`config.mk`:
```
export PLATFORM = sky130hd
export DESIGN_NAME = ind_serializer
export DESIGN_NICKNAME = d
export VERILOG_FILES = /design/src/rtl/ind_ser_pkg.sv /design/src/rtl/ind_serializer.sv
export SDC_FILE = /design/constraint.sdc
export NUM_CORES = 1
export LEC_CHECK = 0
export ABC_AREA = 1
export CORE_UTILIZATION = 51
export CTS_CLUSTER_SIZE = 16
export DETAILED_ROUTE_END_ITERATION = 8
export HOLD_SLACK_MARGIN = 0.02
export PLACE_DENSITY = 0.9
export SETUP_SLACK_MARGIN = 0.05
export SYNTH_ARGS = -nofsm -noshare
export SYNTH_HDL_FRONTEND = slang
export SYNTH_SLANG_ARGS = --single-unit
export TNS_END_PERCENT = 1
```
`constraint.sdc`:
```
create_clock -name CLK -period 2.7 [get_ports CLK]
set_clock_uncertainty 0.15 [all_clocks]
set_input_delay 0.675 -clock CLK [delete_from_list [all_inputs] [get_ports CLK]]
set_output_delay 0.675 -clock CLK [all_outputs]
set_load 0.03 [all_outputs]
```
`src/rtl/ind_ser_pkg.sv`:
```
// ind_ser_pkg: shared types and helpers for the indication serializer.
// Holds the FSM state enum, the length tag width and the header packer.
package ind_ser_pkg;

  localparam int LEN_W = 16;

  typedef enum logic [1:0] {
    IDLE = 2'd0,
    HDR  = 2'd1,
    PAY  = 2'd2
  } ser_state_e;

  // Header beat: method id in the upper half, effective word count below.
  function automatic logic [31:0] hdr_pack(
    input logic [15:0] method,
    input logic [15:0] eff
  );
    return {method, eff};
  endfunction

endpackage

```
`src/rtl/ind_serializer.sv`:
```
// ind_serializer: whole-message to 32-bit beat serializer for the portal.
// Optional checksum trailer beat enabled by defining IND_SER_CHECKSUM_EN.
module ind_serializer
  import ind_ser_pkg::*;
#(
  parameter int MAX_WORDS = 4,
  parameter int METHOD_W  = 16
) (
  input  logic                    CLK,
  input  logic                    nRST,
  input  logic                    in_enq__ENA,
  input  logic [METHOD_W-1:0]     in_enq_method,
  input  logic [15:0]             in_enq_count,
  input  logic [32*MAX_WORDS-1:0] in_enq_data,
  output logic                    in_enq__RDY,
  output logic                    out_enq__ENA,
  output logic [31:0]             out_enq_v,
  output logic [15:0]             out_enq_length,
  input  logic                    out_enq__RDY,
  output logic                    overflow
);

  localparam int IDX_W = $clog2(MAX_WORDS + 1);
`ifdef IND_SER_CHECKSUM_EN
  localparam int TRL = 1;
`else
  localparam int TRL = 0;
`endif

  ser_state_e       state;
  logic [IDX_W-1:0] idx;
  logic [31:0]      store [MAX_WORDS];
  logic [LEN_W-1:0] eff_q;
  logic             ena_q;
  logic [31:0]      v_q;
  logic [LEN_W-1:0] len_q;
  logic             ovf_q;

  logic             accept;
  logic             xfer;
  logic             over_in;
  logic [LEN_W-1:0] eff_in;
  logic [LEN_W-1:0] total_in;
  logic [31:0]      hdr_in;
  logic [31:0]      cur_word;
  logic             more_pay;
  logic [31:0]      trailer;
  logic [31:0]      next_v;

`ifdef IND_SER_CHECKSUM_EN
  logic [31:0]      csum_q;
  logic [31:0]      csum_n;
`endif

  assign in_enq__RDY    = (state == IDLE);
  assign out_enq__ENA   = ena_q;
  assign out_enq_v      = v_q;
  assign out_enq_length = len_q;
  assign overflow       = ovf_q;

  assign accept = in_enq__ENA & in_enq__RDY;
  assign xfer   = ena_q & out_enq__RDY;

  // Clamp the incoming count and derive the header beat.
  always_comb begin
    over_in = in_enq_count > LEN_W'(MAX_WORDS);
    eff_in  = over_in ? LEN_W'(MAX_WORDS) : in_enq_count;
    total_in = eff_in + LEN_W'(1 + TRL);
    hdr_in  = hdr_pack(16'(in_enq_method), eff_in);
  end

  // Select the stored payload word at the current index.
  always_comb begin
    cur_word = '0;
    for (int i = 0; i < MAX_WORDS; i++) begin
      if (idx == IDX_W'(i)) cur_word = store[i];
    end
  end

`ifdef IND_SER_CHECKSUM_EN
  assign csum_n  = csum_q ^ v_q;
  assign trailer = csum_n;
`else
  assign trailer = '0;
`endif

  // Next beat after a transfer: payload while words remain, else trailer.
  always_comb begin
    more_pay = LEN_W'(idx) < eff_q;
    next_v   = more_pay ? cur_word : trailer;
  end

  // Payload capture on message acceptance.
  always_ff @(posedge CLK or negedge nRST) begin
    if (!nRST) begin
      for (int i = 0; i < MAX_WORDS; i++) store[i] <= '0;
    end else if (accept) begin
      for (int i = 0; i < MAX_WORDS; i++)
        store[i] <= in_enq_data[32*i +: 32];
    end
  end

  // Serializer FSM with registered beat outputs.
  always_ff @(posedge CLK or negedge nRST) begin
    if (!nRST) begin
      state <= IDLE;
      idx   <= '0;
      eff_q <= '0;
      ena_q <= 1'b0;
      v_q   <= '0;
      len_q <= '0;
      ovf_q <= 1'b0;
`ifdef IND_SER_CHECKSUM_EN
      csum_q <= '0;
`endif
    end else begin
      unique case (state)
        IDLE: begin
          if (accept) begin
            state <= HDR;
            idx   <= '0;
            eff_q <= eff_in;
            ena_q <= 1'b1;
            v_q   <= hdr_in;
            len_q <= total_in;
            ovf_q <= ovf_q | over_in;
`ifdef IND_SER_CHECKSUM_EN
            csum_q <= '0;
`endif
          end
        end
        HDR, PAY: begin
          if (xfer) begin
            if (len_q == LEN_W'(1)) begin
              state <= IDLE;
              ena_q <= 1'b0;
              v_q   <= '0;
              len_q <= '0;
              idx   <= '0;
            end else begin
              state <= PAY;
              v_q   <= next_v;
              len_q <= len_q - LEN_W'(1);
              if (more_pay) idx <= idx + IDX_W'(1);
`ifdef IND_SER_CHECKSUM_EN
              csum_q <= csum_n;
`endif
            end
          end
        end
        default: begin
          state <= IDLE;
          ena_q <= 1'b0;
        end
      endcase
    end
  end

endmodule

```
==> impl_metrics.json, run 1 <==
{
  "setup_violations": 0,
  "pin_count_of_the_biggest_net_entering_global_routing": 124,
  "cp.required_ns": 1.88,
  "ctsLongestPathBuffers": 2,
  "startpoint_type": "register",
  "synth.top_cell.area_share_pct": 51.9,
  "detailedRoute.firstIterationViolations": 993,
  "finish.instance_area_um2": 12600,
  "tritoncts": "done",
  "synth_cell_types": 37,
  "buffer_ports.inserted": 214,
  "vdd.ir_drop.worst_mv": 0.571,
  "internal_mw": 8.19,
  "final-instance-count-excl-fill": 1698,
  "maxClockFrequency_ghz": 0.411,
  "io_pins": 215,
  "die_width_um": 139,
  "clock-sinks": 199,
  "num_rows": 49,
  "cts_made_buffers": 17,
  "rsz_0062_raised_after_global_routing": "no",
  "timing.final.crit_period_ns": 2.43,
  "synth_enable_flop_cells": 0,
  "total_power_mw": 14.5,
  "criticalPathCategory": "reg2out",
  "p_per_area_nw_per_um2": 1150,
  "nNetsFinal": 1632,
  "max_slew.worst_pin.slew_ns": 0.583,
  "end_kind": "primary output",
  "post_drt_via_cell_ratio": 5.35,
  "async_reset_ff_share_pct": 100,
  "grt_first_pass_wirelength_um": 44800,
  "remaining_drc_errors": 11,
  "critPathTopFamily": "buffers and inverters",
  "synth.most_common_cell": "sky130_fd_sc_hd__nand2_1",
  "count_of_warnings_emitted_by_yosys": 0,
  "vias": 9091,
  "synth_seq_area_share_pct": 51.9,
  "insertion_delay_ns": 0.44,
  "cts_root_buffer": "sky130_fd_sc_hd__clkbuf_16",
  "pre_cts_slack_ns": 0.0487,
  "synth_largest_area_cell": "sky130_fd_sc_hd__dfrtp_1",
  "cp_slowest_stage_delay_ns": 0.72,
  "maxSlewViolCount": 0,
  "cts_hold_repair.buffers": 0,
  "failed_checks": "DRC",
  "fin_hold_ws_ns": 0.0598,
  "final_antenna_net_count": 0,
  "timing.max_slew.rel_slack_pct": 61.1,
  "synth_area_um2": 9600,
  "placedInstanceArea_um2": 12000,
  "final-hold-violation-count": 0,
  "final_min_period_over_clock_period_pct": 90.2,
  "area_growth_syn_to_layout_pct": 31.2,
  "antennaDiodeCount": 0,
  "postRouteWirelength_um": 27400,
  "design.die.area_um2": 19400,
  "power_frac_seq_pct": 34.8,
  "switching_share_pct": 43.4,
  "routedWlPerCell_um": 16.1,
  "post-route-worst-setup-slack_ns": 0.265,
  "die-height_um": 139,
  "setup-tns-final_ns": 0,
  "crit_chain": "clkdlybuf4s50_1",
  "critical_path.n_buffers_inverters": 1,
  "synth.net_count": 1435,
  "synth_seq_cells": 199,
  "hold_path_class": "in2async",
  "gr_util_all_layers_pct": 29.5,
  "grt_antenna_before_repair": 0,
  "power.share.combinational_pct": 47.6,
  "synth-main-ff-cell": "sky130_fd_sc_hd__dfrtp_1",
  "floorplan.core_area_um2": 18200,
  "grt_pass1_vias": 9007,
  "clkPwrFrac_pct": 17.6,
  "finalWeightedCongestion": 0.908,
  "status": "finished with violations",
  "dr.pass1.iters": 8,
  "clkTransAtPathRegs_ns": 0.07,
  "static_power_due_to_leakage_nw": 6.37,
  "cell_type_of_the_slowest_stage_on_the_worst_timing_path": "sky130_fd_sc_hd__clkdlybuf4s50_1",
  "detailedPlacementHpwl_um": 19200,
  "final_util_pct": 69.1,
  "synth.area.top_cells": "sky130_fd_sc_hd__dfrtp_1 52%, sky130_fd_sc_hd__nand2_1 24%, sky130_fd_sc_hd__nand3_1 3.0%",
  "syn-mean-instance-area_um2": 7.62,
  "clock_tree.htree_level_count": 4,
  "start_util_pct": 52.7,
  "timing.max_cap.violations": 0,
  "commonest_cells_post_synth": "618 x sky130_fd_sc_hd__nand2_1, 199 x sky130_fd_sc_hd__dfrtp_1, 74 x sky130_fd_sc_hd__nor2_1",
  "synthCells": 1259,
  "netSwitchingPower_mw": 6.29,
  "path_max_fanout": 5,
  "cp_data_arrival_time_ns": 1.61,
  "drive_gt1_share_pct": 5.99,
  "dp_cells": 1666,
  "overflow": 0
}
[cells by family (layout without fill, tap and decap cells)]
family | after synthesis | count (layout) | synth area share (%)
AND/OR/NAND/NOR | 799 | 799 | 33.4
XOR/XNOR | 6 | 6 | 0.548
AO/OA/AOI/OAI | 104 | 104 | 6.45
flip-flops | 199 | 199 | 51.9
buffers and inverters | 139 | 349 | 6.17
adder cells (fa/ha/maj) | 12 | 12 | 1.56
[path summary, 6_finish.rpt]
path / endpoint / cells past startpoint / slack (ns) / start
max in group asynchronous: store[33] / 2 / 1.59 / nRST
setup / recovery: out_enq_length[3] / 1 / 0.27 / out_enq_length[3]
setup reg to reg: out_enq_v[7] / 8 / 0.38 / idx[0]
min in group CLK: overflow / 1 / 0.31 / overflow
hold / removal: eff_q[6] / 1 / 0.06 / nRST
hold reg to reg: overflow / 1 / 0.31 / overflow
[layout by cell type (no fill, tap or decap), types with 3 or more instances in the layout]
cell	n
sky130_fd_sc_hd__clkbuf_8	4
sky130_fd_sc_hd__a21boi_1	13
sky130_fd_sc_hd__o21ai_0	45
sky130_fd_sc_hd__inv_1	71
sky130_fd_sc_hd__ha_1	12
sky130_fd_sc_hd__xor2_1	6
sky130_fd_sc_hd__a21boi_0	4
sky130_fd_sc_hd__a21oi_1	26
sky130_fd_sc_hd__or2_0	10
sky130_fd_sc_hd__or2_2	17
sky130_fd_sc_hd__nand3_1	58
sky130_fd_sc_hd__clkdlybuf4s50_1	212
sky130_fd_sc_hd__o21bai_1	3
sky130_fd_sc_hd__clkbuf_16	17
sky130_fd_sc_hd__nand2_2	5
sky130_fd_sc_hd__nor2_1	74
sky130_fd_sc_hd__nand4_1	7
sky130_fd_sc_hd__clkbuf_1	5
sky130_fd_sc_hd__buf_4	16
sky130_fd_sc_hd__inv_2	6
sky130_fd_sc_hd__o211ai_1	6
sky130_fd_sc_hd__dfrtp_1	199
sky130_fd_sc_hd__nand2_1	617
sky130_fd_sc_hd__buf_12	7
[sequential cells by signal (all words and copies together), names as in the netlist]
signal          count
idx                 3
store             128
eff_q              16
state               2
out_enq__ENA        1
out_enq_length     16
overflow            1
out_enq_v          32
[power by group through the flow]
stage,clock [mW],sequential (mW),combinational (mW)
finish,2.54,5.04,6.90
global route,2.68,5.18,7.58
CTS,2.57,5.01,6.86
detailed placement,0,5.03,6.78
global placement,0,4.98,6.51
floorplan,0,5.41,3.97
[area by class of cell]
cell class | instances | area, um2
clock buffers | 25 | 485
clock inverters | 7 | 93.8
fillers | 1379 | 5620
inverters | 80 | 305
multi-input cells | 921 | 4030
flip-flops and latches | 199 | 4980
well taps | 229 | 287
repair buffers | 237 | 2400
[metal layers]
metal	vias to the layer above	track usage, %	share of wire [%]
met5	-	0	0
met4	0	12.4	3.4
met1	4327	38.7	41
met2	421	47.8	48
met3	75	5.94	7.3
li1	4268	-	-
[what timing repair did]
action                                  in CTS  in global routing
resized for setup                            1                  0
endpoints found under the setup margin       1                  0
setup buffers                                0                  0
No activity file was read; power rests on OpenSTA's default activity.
==> inputs of run 2 (changes only) <==
--- a/config.mk
+++ b/config.mk
@@ -6,6 +6,7 @@
 export NUM_CORES = 1
 export LEC_CHECK = 0
 export ABC_AREA = 1
+export CORE_MARGIN = 3
 export CORE_UTILIZATION = 51
 export CTS_CLUSTER_SIZE = 16
 export DETAILED_ROUTE_END_ITERATION = 8
==> run 2 against run 1 <==
  * The flow now finishes without violations
  * Core utilization increased by 0.23 points
  * Sequential share of layout area shrank 0.13 points
  * Via count decreased by 1.7%
  * Count of clock-buffer cells in the layout shrank 5
  * Sequential power about the same
  * Global-route usage shrank 3.0 points
  * Critical path depth grew 2
==> impl_metrics.json, run 2 (same netlist as run 1, synthesis figures left out) <==
{
  "area_occupied_by_multi_input_gates_um2": 4030,
  "final-instance-count-excl-fill": 1695,
  "final-hold-violation-count": 0,
  "num_rows": 49,
  "fin_hold_ws_ns": 0.0960,
  "final_min_period_over_clock_period_pct": 90.2,
  "grt.met3_usage_pct": 5.06,
  "die_width_um": 143,
  "maxSlewViolCount": 0,
  "top_usage_layer": "met2",
  "fillers": 1325,
  "mostFrequentLayoutCells": "617 x sky130_fd_sc_hd__nand2_1, 212 x sky130_fd_sc_hd__clkdlybuf4s50_1, 199 x sky130_fd_sc_hd__dfrtp_1",
  "crit_chain": "inv_1, ha_1, dlygate4sd2_1",
  "largest_reg_by_ff_count": "store",
  "grt_pass1_vias": 8716,
  "cp_data_arrival_time_ns": 1.61,
  "cts_root_buffer": "sky130_fd_sc_hd__clkbuf_16",
  "post_drt_via_cell_ratio": 5.27,
  "detailedPlacementHpwl_um": 19100,
  "path_max_fanout": 3,
  "postRouteWirelength_um": 26600,
  "die-height_um": 143,
  "dp_cells": 1662,
  "status": "complete, no violations",
  "rsz_0062_raised_after_global_routing": "no",
  "setup-tns-final_ns": 0,
  "finalWeightedCongestion": 0.879,
  "clock_tree.htree_level_count": 4,
  "drive_gt1_share_pct": 6.14,
  "post_cts_buffers": 0,
  "timing.reg2reg.setup_slack_ns": 0.33,
  "gr_util_all_layers_pct": 26.5,
  "overflow": 0,
  "nNetsFinal": 1628,
  "area_growth_syn_to_layout_pct": 31.6,
  "final_antenna_net_count": 0,
  "grt_antenna_before_repair": 0,
  "routedWlPerCell_um": 15.7,
  "tritoncts": "done",
  "grt_first_pass_wirelength_um": 43300,
  "design.die.area_um2": 20500,
  "insertion_delay_ns": 0.43,
  "placedInstanceArea_um2": 12000,
  "timing.max_cap.violations": 0,
  "buffer_ports.inserted": 214,
  "remaining_drc_errors": 0,
  "floorplan.core_area_um2": 18200,
  "vdd.ir_drop.worst_mv": 0.579,
  "mostFrequentLayoutCell": "sky130_fd_sc_hd__nand2_1",
  "finish.instance_area_um2": 12600,
  "dr.pass1.iters": 6,
  "global_route.usage.met1_pct": 36.1,
  "critPathTopFamily": "buffers and inverters",
  "cell_type_of_the_slowest_stage_on_the_worst_timing_path": "sky130_fd_sc_hd__dlygate4sd2_1",
  "clock-sinks": 199,
  "timing.final.crit_period_ns": 2.43,
  "start_util_pct": 52.7,
  "maxClockFrequency_ghz": 0.411,
  "largest_reg_flops": 128,
  "clkTransAtPathRegs_ns": 0.07,
  "static_power_due_to_leakage_nw": 6.38,
  "pin_count_of_the_biggest_net_entering_global_routing": 124,
  "p_per_area_nw_per_um2": 1150,
  "cp_slowest_stage_delay_ns": 0.44,
  "startpoint_type": "register",
  "ff_latch_area_um2": 4980,
  "io_pins": 215,
  "detailedRoute.firstIterationViolations": 903,
  "hold_path_class": "in2async",
  "cp.required_ns": 1.88,
  "ctsLongestPathBuffers": 2,
  "end_kind": "primary output",
  "setup_violations": 0,
  "cts_made_buffers": 17,
  "criticalPathCategory": "reg2out",
  "vias": 8935,
  "timing.max_slew.rel_slack_pct": 53.7,
  "grt.met2_usage_pct": 43.3,
  "critical_path.n_buffers_inverters": 2,
  "max_slew.worst_pin.slew_ns": 0.693
}
run 2: changes by cell type in the layout (fill, tap and decap cells not counted):
cell,previous run,this run
sky130_fd_sc_hd__clkinvlp_4,2,4
sky130_fd_sc_hd__clkbuf_1,5,0
sky130_fd_sc_hd__inv_6,0,3
sky130_fd_sc_hd__clkinv_1,1,0
sky130_fd_sc_hd__clkinv_2,2,1
sky130_fd_sc_hd__buf_4,16,9
sky130_fd_sc_hd__clkinv_4,1,3
sky130_fd_sc_hd__buf_12,7,10
sky130_fd_sc_hd__diode_2,0,1
run 2: final timing paths:
check | endpoint | depth (start not counted) | start
max | in_enq__RDY | 3 | state[1]
min | store[5] | 1 | nRST
max reg2reg | out_enq_v[19] | 10 | idx[0]
min reg2reg | overflow | 1 | overflow
max in group asynchronous | store[64] | 2 | nRST
min in group CLK | overflow | 1 | overflow
run 2: power breakdown:
part | total [mW] | internal, mW | switching, mW
clock | 2.62 | 1.45 | 1.17
combinational | 6.83 | 2.49 | 4.34
sequential | 5.02 | 4.25 | 0.767
total | 14.5 | 8.19 | 6.28
run 2: area by class of cell:
type / instances / share of cell area [%]
Multi-Input combinational cell: 921 / 31.9
Inverter: 80 / 2.45
Antenna cell: 1 / 0.0198
Clock inverter: 12 / 1.11
Tap cell: 229 / 2.27
Timing Repair Buffer: 233 / 19.1
Clock buffer: 20 / 3.69
Sequential cell: 199 / 39.4
run 2: stage by stage:
stage	power (mW)	worst slack [ns]	utilization [%]
2_1_floorplan	9.38	0.661	-
4_1_cts	14.4	0.259	69.3
5_1_grt	15.5	0.131	69.4
3_3_place_gp	11.5	0.159	66.0
3_5_place_dp	11.8	0.0809	66.0
6_report	14.5	0.266	69.4
run 2: worst register-to-register path, delay by kind of cell (launching register included):
family | cells | cell delay [ns]
AOI/OAI and AO/OA | 1 | 0.16
DFF | 1 | 0.42
buffers and inverters | 1 | 0.16
adders and majority gates | 1 | 0.23
and+or+nand+nor | 7 | 1.19
run 2: what timing repair did:
action / 4_1_cts / 5_1_grt
gates resized for setup: 1 / 1
endpoints found under the hold margin: 0 / 0
pin swaps: 0 / 0
hold buffers: 0 / 0
setup endpoints to repair: 1 / 1
run 2: per-layer routing:
metal	up-vias	wire [um]	part of all wire (%)
met4	0	542	2.0
met2	397	13000	49
li1	4264	-	-
met1	4226	11100	42
met3	48	1990	7.5
met5	-	0	0
==> inputs of run 3 (changes only) <==
--- a/config.mk
+++ b/config.mk
@@ -10,6 +10,7 @@
 export CORE_UTILIZATION = 51
 export CTS_CLUSTER_SIZE = 16
 export DETAILED_ROUTE_END_ITERATION = 8
+export GPL_ROUTABILITY_DRIVEN = 0
 export HOLD_SLACK_MARGIN = 0.02
 export PLACE_DENSITY = 0.9
 export SETUP_SLACK_MARGIN = 0.05
==> results of run 3 <==
No change in the layout: final DEF, timing and power equal those of run 2.
